$ cat src/rtl/hazard_controller.sv
// Decode-stage hazard controller: a scoreboard of in-flight destinations stalls RAW hazards,
// and a small FSM squashes the two shadow instructions behind every taken jump.
module hazard_controller #(
    parameter int DEPTH = 3,
    parameter int CNT_W = 16
) (
    input  logic             clk,
    input  logic             rst,
    input  logic [4:0]       src0,
    input  logic [4:0]       src1,
    input  logic             src1_used,
    input  logic [4:0]       dst,
    input  logic             jmp_taken,
    output logic             stall,
    output logic             squash,
    output logic [CNT_W-1:0] stall_cnt
);

    typedef enum logic [1:0] {
        IDLE,
        SQ1,
        SQ2
    } state_t;

    state_t     state;
    logic [4:0] sb [1:DEPTH];
    logic       hazard;

    // Register 0 never matches: a zero source or a zero entry can't form a hazard.
    always_comb begin
        hazard = 1'b0;
        for (int k = 1; k <= DEPTH; k++) begin
            if (sb[k] != 5'd0) begin
                if (src0 != 5'd0 && src0 == sb[k])
                    hazard = 1'b1;
                if (src1_used && src1 != 5'd0 && src1 == sb[k])
                    hazard = 1'b1;
            end
        end
    end

    assign squash = (state == SQ1) || (state == SQ2);
    assign stall  = hazard && !squash;

    // A stalled or squashed decode slot enters the pipe as a bubble.
    always_ff @(posedge clk or posedge rst) begin
        if (rst) begin
            for (int k = 1; k <= DEPTH; k++)
                sb[k] <= 5'd0;
        end else begin
            for (int k = DEPTH; k >= 2; k--)
                sb[k] <= sb[k-1];
            sb[1] <= (stall || squash) ? 5'd0 : dst;
        end
    end

    // jmp_taken is ignored in SQ1 because that shadow is already being squashed.
    always_ff @(posedge clk or posedge rst) begin
        if (rst) begin
            state <= IDLE;
        end else begin
            case (state)
                IDLE:    state <= jmp_taken ? SQ1 : IDLE;
                SQ1:     state <= SQ2;
                SQ2:     state <= jmp_taken ? SQ1 : IDLE;
                default: state <= IDLE;
            endcase
        end
    end

    always_ff @(posedge clk or posedge rst) begin
        if (rst)
            stall_cnt <= '0;
        else if (stall && stall_cnt != '1)
            stall_cnt <= stall_cnt + CNT_W'(1);
    end

endmodule

$ cat config.mk
export PLATFORM = sky130hd
export DESIGN_NAME = hazard_controller
export DESIGN_NICKNAME = d
export VERILOG_FILES = /design/src/rtl/hazard_controller.sv
export SDC_FILE = /design/constraint.sdc
export NUM_CORES = 1
export LEC_CHECK = 0
export ABC_AREA = 1
export BUFFER_PORTS_ARGS = -buffer_cell sky130_fd_sc_hd__buf_4
export CORE_ASPECT_RATIO = 1.4
export CORE_MARGIN = 4
export CORE_UTILIZATION = 45
export DETAILED_ROUTE_END_ITERATION = 10
export PLACE_DENSITY = 0.67
export SLEW_MARGIN = 20
export SYNTH_ARGS = -nofsm -noshare
export SYNTH_HDL_FRONTEND = slang
export SYNTH_SLANG_ARGS = --single-unit
$ cat constraint.sdc
create_clock -name clk -period 2.1 [get_ports clk]
set_input_delay 0.105 -clock clk [delete_from_list [all_inputs] [get_ports clk]]
set_output_delay 0.105 -clock clk [all_outputs]
set_load 0.01 [all_outputs]
==> impl_metrics.yaml, run 1 <==
setup_path:
  crit_family: "simple AND/OR/NAND/NOR gates"
  path_buf_inv: 1
  cp_common_cell: "nand2_1"
  timing.rr.start: "stall_cnt[1]"
  end_kind: "register"
  cp_cell_sequence: "ha_1 > inv_1 > nor2_4 > nand2_2 > nor3_4 > nand4_4 > nand3_4 > nand2_1 > nand2_1"
  required_ns: 2.32
  path_max_fanout: 18
  regToRegSetupSlack_ns: 0.20
  cp-start-kind: "register"
  slowest_stage: "dfrtp_1"
  crit_arrival_ns: 2.12
  critPathKind: "reg2reg"
  startpoint: "stall_cnt[1]"
  max_stage_delay_ns: 0.41
cells_and_area:
  insertedDiodeCount: 0
  multi_input_area_um2: 1080
  nNetsFinal: 301
  regArea_um2: 827
  final_cell_area_um2: 2450
  synthToLayoutAreaGrowth_pct: 24.3
  drive_above_1_share_pct: 21.1
  fill_cells: 402
  post_layout_nonfiller_instances: 339
die:
  ioPinCount: 37
  die_x_um: 64.0
  die_h_um: 86.4
  start_util_pct: 46.6
  die-area_um2: 5530
  core_area_um2: 4240
  row_count: 28
yosys:
  synth_edf_count: 0
  synth.most_common_cell: "nand2_1"
  synthSimpleGateAreaFrac_pct: 31.6
  synth.distinct_cells: 23
  ys_warn_count: 0
  synth_top_family_by_area: "simple AND/OR/NAND/NOR gates"
  synth_ff_type: "dfrtp_1"
  netlist_top_cells_area: "dfrtp_1 42%, nand2_1 12%, xnor2_1 12%, xor2_1 7.5%, nor2_1 5.9%"
  async_flop_share_pct: 100
  synth_xor_area_share_pct: 19.1
  synth.net_count: 258
  avgSynthCellArea_um2: 8.40
  synth_top_area_cell: "dfrtp_1"
  synthMuxAreaShare_pct: 0
  synth_area_um2: 1970
  synth_top_cells_by_count: "63 x nand2_1, 33 x dfrtp_1, 31 x nor2_1"
  synth_seq_cells: 33
  synth_top_area_share_pct: 41.8
  netlist_instances: 235
  synth.yosys.seq_area_share_pct: 41.8
  synth_adder_area_share_pct: 2.53
  synth-compound-area-share_pct: 0.634
flow_run:
  maxCapViolations: 0
global_routing:
  overflow: 0
  antenna_found_initial: 0
  grt_start_max_net_pins: 34
  grt_pass1_vias: 1732
  grt_usage_pct: 17.5
  grt_pass1_wl_mm: 7.59
clock_network:
  clkSlewWorstSetupHoldPaths_ns: 0.07
  htreeDepth: 2
  cts-root-buf: "clkbuf_8"
  tritoncts: "built"
  clock-sinks: 33
  cts_setup_buffers: 0
  clk_latency_ns: 0.28
  cts_buffer_depth: 2
  numCtsBuffers: 5
sta:
  worstMarginPinSlew_ns: 0.415
  setup_ws_ns: 0.197
  whs_ns: 0.0337
  fmax_ghz: 0.525
  rsz0062_at_grt: "no"
  period_minus_slack_ns: 1.90
  clock-skew-final_ns: 0.00555
  slew_headroom_pct: 72.3
  maxSlewViolCount: 0
  hold_viol_final: 0
  post-route-period-util_pct: 90.6
  final.setup.tns_ns: 0
  setup_viol: 0
placed_design:
  io_buffer_count: 36
  placed_cell_area_um2: 2310
  dp_cells: 329
  gp_congestion: 0.834
  dp_slack_ns: 0.154
  place_hpwl_mm: 3.19
power_and_ir_drop:
  p_per_area_nw_per_um2: 958
  p_leak_nw: 1.25
  ir_drop_mv: 0.543
routing:
  num_vias: 1648
  dr.pass1.iters: 4
  via_per_inst: 4.86
  ant_nets: 0
  wire_per_inst_um: 13.0
  drt_iter0_drc: 49
  finalWirelength_mm: 4.40
  drcViolationCount: 0
hold_path:
  min-delay-start: "jmp_taken"
  hold_class: "in2reg"
outcome:
  status: "finished clean"
==> state kept, by name, indices dropped and copies added (netlist names) <==
name,cells
stall_cnt,16
sb,15
state,2
==> worst paths after layout <==
kind                       depth (start not counted)           end
min reg2reg                                        0         sb[2]
max in group asynchronous                          4  stall_cnt[0]
min in group asynchronous                          4        sb[11]
min                                                2      state[0]
max                                                9  stall_cnt[0]
max reg2reg                                        9  stall_cnt[0]
==> metrics by stage <==
step	total power, mW	util [%]
3_5_place_dp	1.73	54.5
2_1_floorplan	1.48	-
5_1_grt	2.53	57.9
6_report	2.35	57.9
4_1_cts	2.35	57.5
3_3_place_gp	1.71	54.5
==> metal layers <==
| layer | routed length, um | track usage, % | part of all wire, % | vias up |
|---|---|---|---|---|
| met1 | 1700 | 17.9 | 39 | 765 |
| li1 | - | - | - | 837 |
| met3 | 188 | 3.50 | 4.3 | 10 |
| met2 | 2390 | 33.2 | 54 | 36 |
| met4 | 110 | 8.84 | 2.5 | 0 |
| met5 | 0 | 0 | 0 | - |
==> area by class of cell <==
class                           count  area share (%)
Clock inverter                      1            1.22
Multi-Input combinational cell    183            44.0
Tap cell                           60            3.06
Clock buffer                        7            3.52
Sequential cell                    33            33.7
Timing Repair Buffer               39            12.0
Inverter                           16            2.45
==> cell families (layout without fill, tap and decap cells) <==
logic type	Yosys count	after routing
compound gates	2	2
xor+xnor	43	43
fa+ha+maj	4	4
buf+inv	20	63
flops	33	33
simple gates	133	134
==> placed cells by master, fill, tap and decap left out <==
cell and count:
nand2_1 63, buf_4 38, dfrtp_1 32, nor2_1 31, xnor2_1 26, xor2_1 17
nand4_1 17, inv_1 13, nand3_1 9, clkbuf_8 6, ha_1 4, nor3_1 3
nand2_2 3, inv_2 3, nor2_2 2, nand3_4 2, nand3b_1 1, nor2_4 1
nor3_4 1, nand4_4 1, o21a_1 1, a21oi_1 1, bufinv_16 1, clkbuf_1 1
dlygate4sd3_1 1, dfrtp_2 1
==> power by group <==
group	internal (mW)	switching [mW]	total (mW)	leakage (nW)
registers	0.783	0.157	0.940	0.437
clock network	0.387	0.227	0.614	0.0585
logic	0.347	0.451	0.798	0.758
total	1.52	0.835	2.35	1.25
==> timing repair <==
item,CTS,global route
endpoints found under the hold margin,33,0
setup endpoints to repair,0,16
hold buffers,1,0
resized for setup,0,2
(Power assumes the default switching activity.)
==> run 2: changes to the inputs <==
- CORE_UTILIZATION: 45 -> 29
- PLACE_DENSITY: 0.67 -> not set
- clock period: 2.1 -> 1.9 ns (I/O delays scaled with it)
==> run 2 against run 1 <==
  * Total power up 13%
  * Non-clock buffer count up 7
  * Combinational power up 22%
==> impl_metrics.yaml, run 2 (synthesis gave the netlist of run 1 again) <==
sta:
  period_minus_slack_ns: 1.73
  setup_ws_ns: 0.174
  slew_headroom_pct: 71.7
  setup_viol: 0
  clock-skew-final_ns: 0.00554
  maxSlewViolCount: 0
  fmax_ghz: 0.579
  rsz0062_at_grt: "no"
  hold_viol_final: 0
  post-route-period-util_pct: 90.9
  final.setup.tns_ns: 0
  worstMarginPinSlew_ns: 0.425
cells_and_area:
  synthToLayoutAreaGrowth_pct: 29.6
  final_common_cell: "nand2_1"
  largestRegisters: "stall_cnt: 16 flops, sb: 15 flops, state: 2 flops"
  regMostFlops: "stall_cnt"
  largest_reg_flops: 16
  nNetsFinal: 308
  final_cell_mix: "63 x nand2_1, 44 x buf_4, 33 x dfrtp_1"
  insertedDiodeCount: 0
  drive_above_1_share_pct: 22.7
  fill_cells: 686
hold_path:
  hold_end: "state[0]"
  hold_class: "in2reg"
  whs_path_depth: 2
  min-delay-start: "jmp_taken"
routing:
  drcViolationCount: 0
  via_per_inst: 4.44
  ant_nets: 0
  finalWirelength_mm: 4.78
  drt_iter0_drc: 85
  num_vias: 1677
  wire_per_inst_um: 12.7
  dr.pass1.iters: 4
clock_network:
  clkSlewWorstSetupHoldPaths_ns: 0.07
  htreeDepth: 2
  clk_latency_ns: 0.28
  cts-root-buf: "clkbuf_8"
  cts_buffer_depth: 2
  clock-sinks: 33
  tritoncts: "built"
  numCtsBuffers: 5
placed_design:
  place_hpwl_mm: 3.56
  io_buffer_count: 36
  dp_slack_ns: 0.0750
  gp_congestion: 0.892
flow_run:
  maxCapViolations: 0
die:
  row_count: 35
  die_x_um: 77.7
  core_area_um2: 6610
  die-area_um2: 8210
  ioPinCount: 37
  start_util_pct: 29.9
  die_h_um: 106
global_routing:
  grt_usage_pct: 11.7
  grt_pass1_wl_mm: 7.73
  met2_usage_pct: 20.7
  grt_pass1_vias: 1739
  grt_start_max_net_pins: 34
  use_met3_pct: 2.65
  met1_usage_pct: 13.3
  busiest_layer: "met2"
  overflow: 0
  antenna_found_initial: 0
setup_path:
  reg2reg_to: "stall_cnt[10]"
  regToRegSetupSlack_ns: 0.20
  end_kind: "output pin"
  crit_arrival_ns: 1.63
  critPathKind: "reg2out"
  cp-start-kind: "register"
  path_max_fanout: 3
  required_ns: 1.80
  timing.rr.start: "stall_cnt[1]"
  reg2reg_depth: 10
power_and_ir_drop:
  p_per_area_nw_per_um2: 1040
  p_leak_nw: 1.30
  ir_drop_mv: 0.375
outcome:
  status: "finished clean"
-- run 2: metal layers --
metal	up-vias	wire length [um]
li1	846	-
met1	773	2010
met2	48	2410
met3	10	252
met4	0	108
met5	-	0
-- run 2: repair_timing --
| action | in CTS | in global routing |
|---|---|---|
| hold endpoints to repair | 33 | 0 |
| setup buffers | 0 | 1 |
| setup endpoints to repair | 0 | 16 |
| gates resized for setup | 0 | 1 |
| hold buffers | 1 | 0 |
-- run 2: worst max-delay path, cell delays in order (launching register included) --
cell and delay, ns:
dfrtp_1 0.40, xor2_1 0.14, nor2_1 0.16, nand3_1 0.09, nor2_1 0.09, nor2_1 0.08, a21oi_1 0.22, buf_4 0.16
-- run 2: area by class of cell --
cell class	count	area (um2)	area share [%]
Multi-Input combinational cell	183	1080	42.2
Tap cell	92	115	4.50
Sequential cell	33	826	32.3
Timing Repair Buffer	46	360	14.1
Inverter	16	60.1	2.35
Clock buffer	7	86.3	3.37
Clock inverter	1	30.0	1.17
-- run 2: report_power, final --
part | switching [mW] | internal [mW] | total (mW)
Combinational | 0.546 | 0.430 | 0.976
Sequential | 0.147 | 0.863 | 1.01
Clock | 0.251 | 0.427 | 0.679
-- run 2: how the worst max path moves through the flow --
stage	start	endpoint	slack [ns]	cells after the start
floorplan	stall_cnt[0]	stall_cnt[2]	0.18	9
global placement	stall_cnt[1]	stall_cnt[15]	0.13	9
detailed placement	stall_cnt[1]	stall_cnt[10]	0.07	9
CTS	stall_cnt[1]	stall_cnt[10]	0.04	9
global route	stall_cnt[1]	stall_cnt[7]	0.03	10
finish	sb[1]	stall	0.17	7
-- run 2: per-stage QoR --
step | hold slack [ns] | power [mW] | cell area, um2 | instances | utilization, %
5_1_grt | 0.0279 | 2.85 | 2560 | 378 | 38.7
2_1_floorplan | 0.201 | 1.64 | 1970 | 235 | -
4_1_cts | 0.0223 | 2.67 | 2520 | 376 | 38.1
3_5_place_dp | 0.226 | 1.98 | 2390 | 367 | 36.2
3_3_place_gp | 0.224 | 1.94 | 2390 | 367 | 36.2
6_report | 0.0272 | 2.66 | 2560 | 378 | 38.7
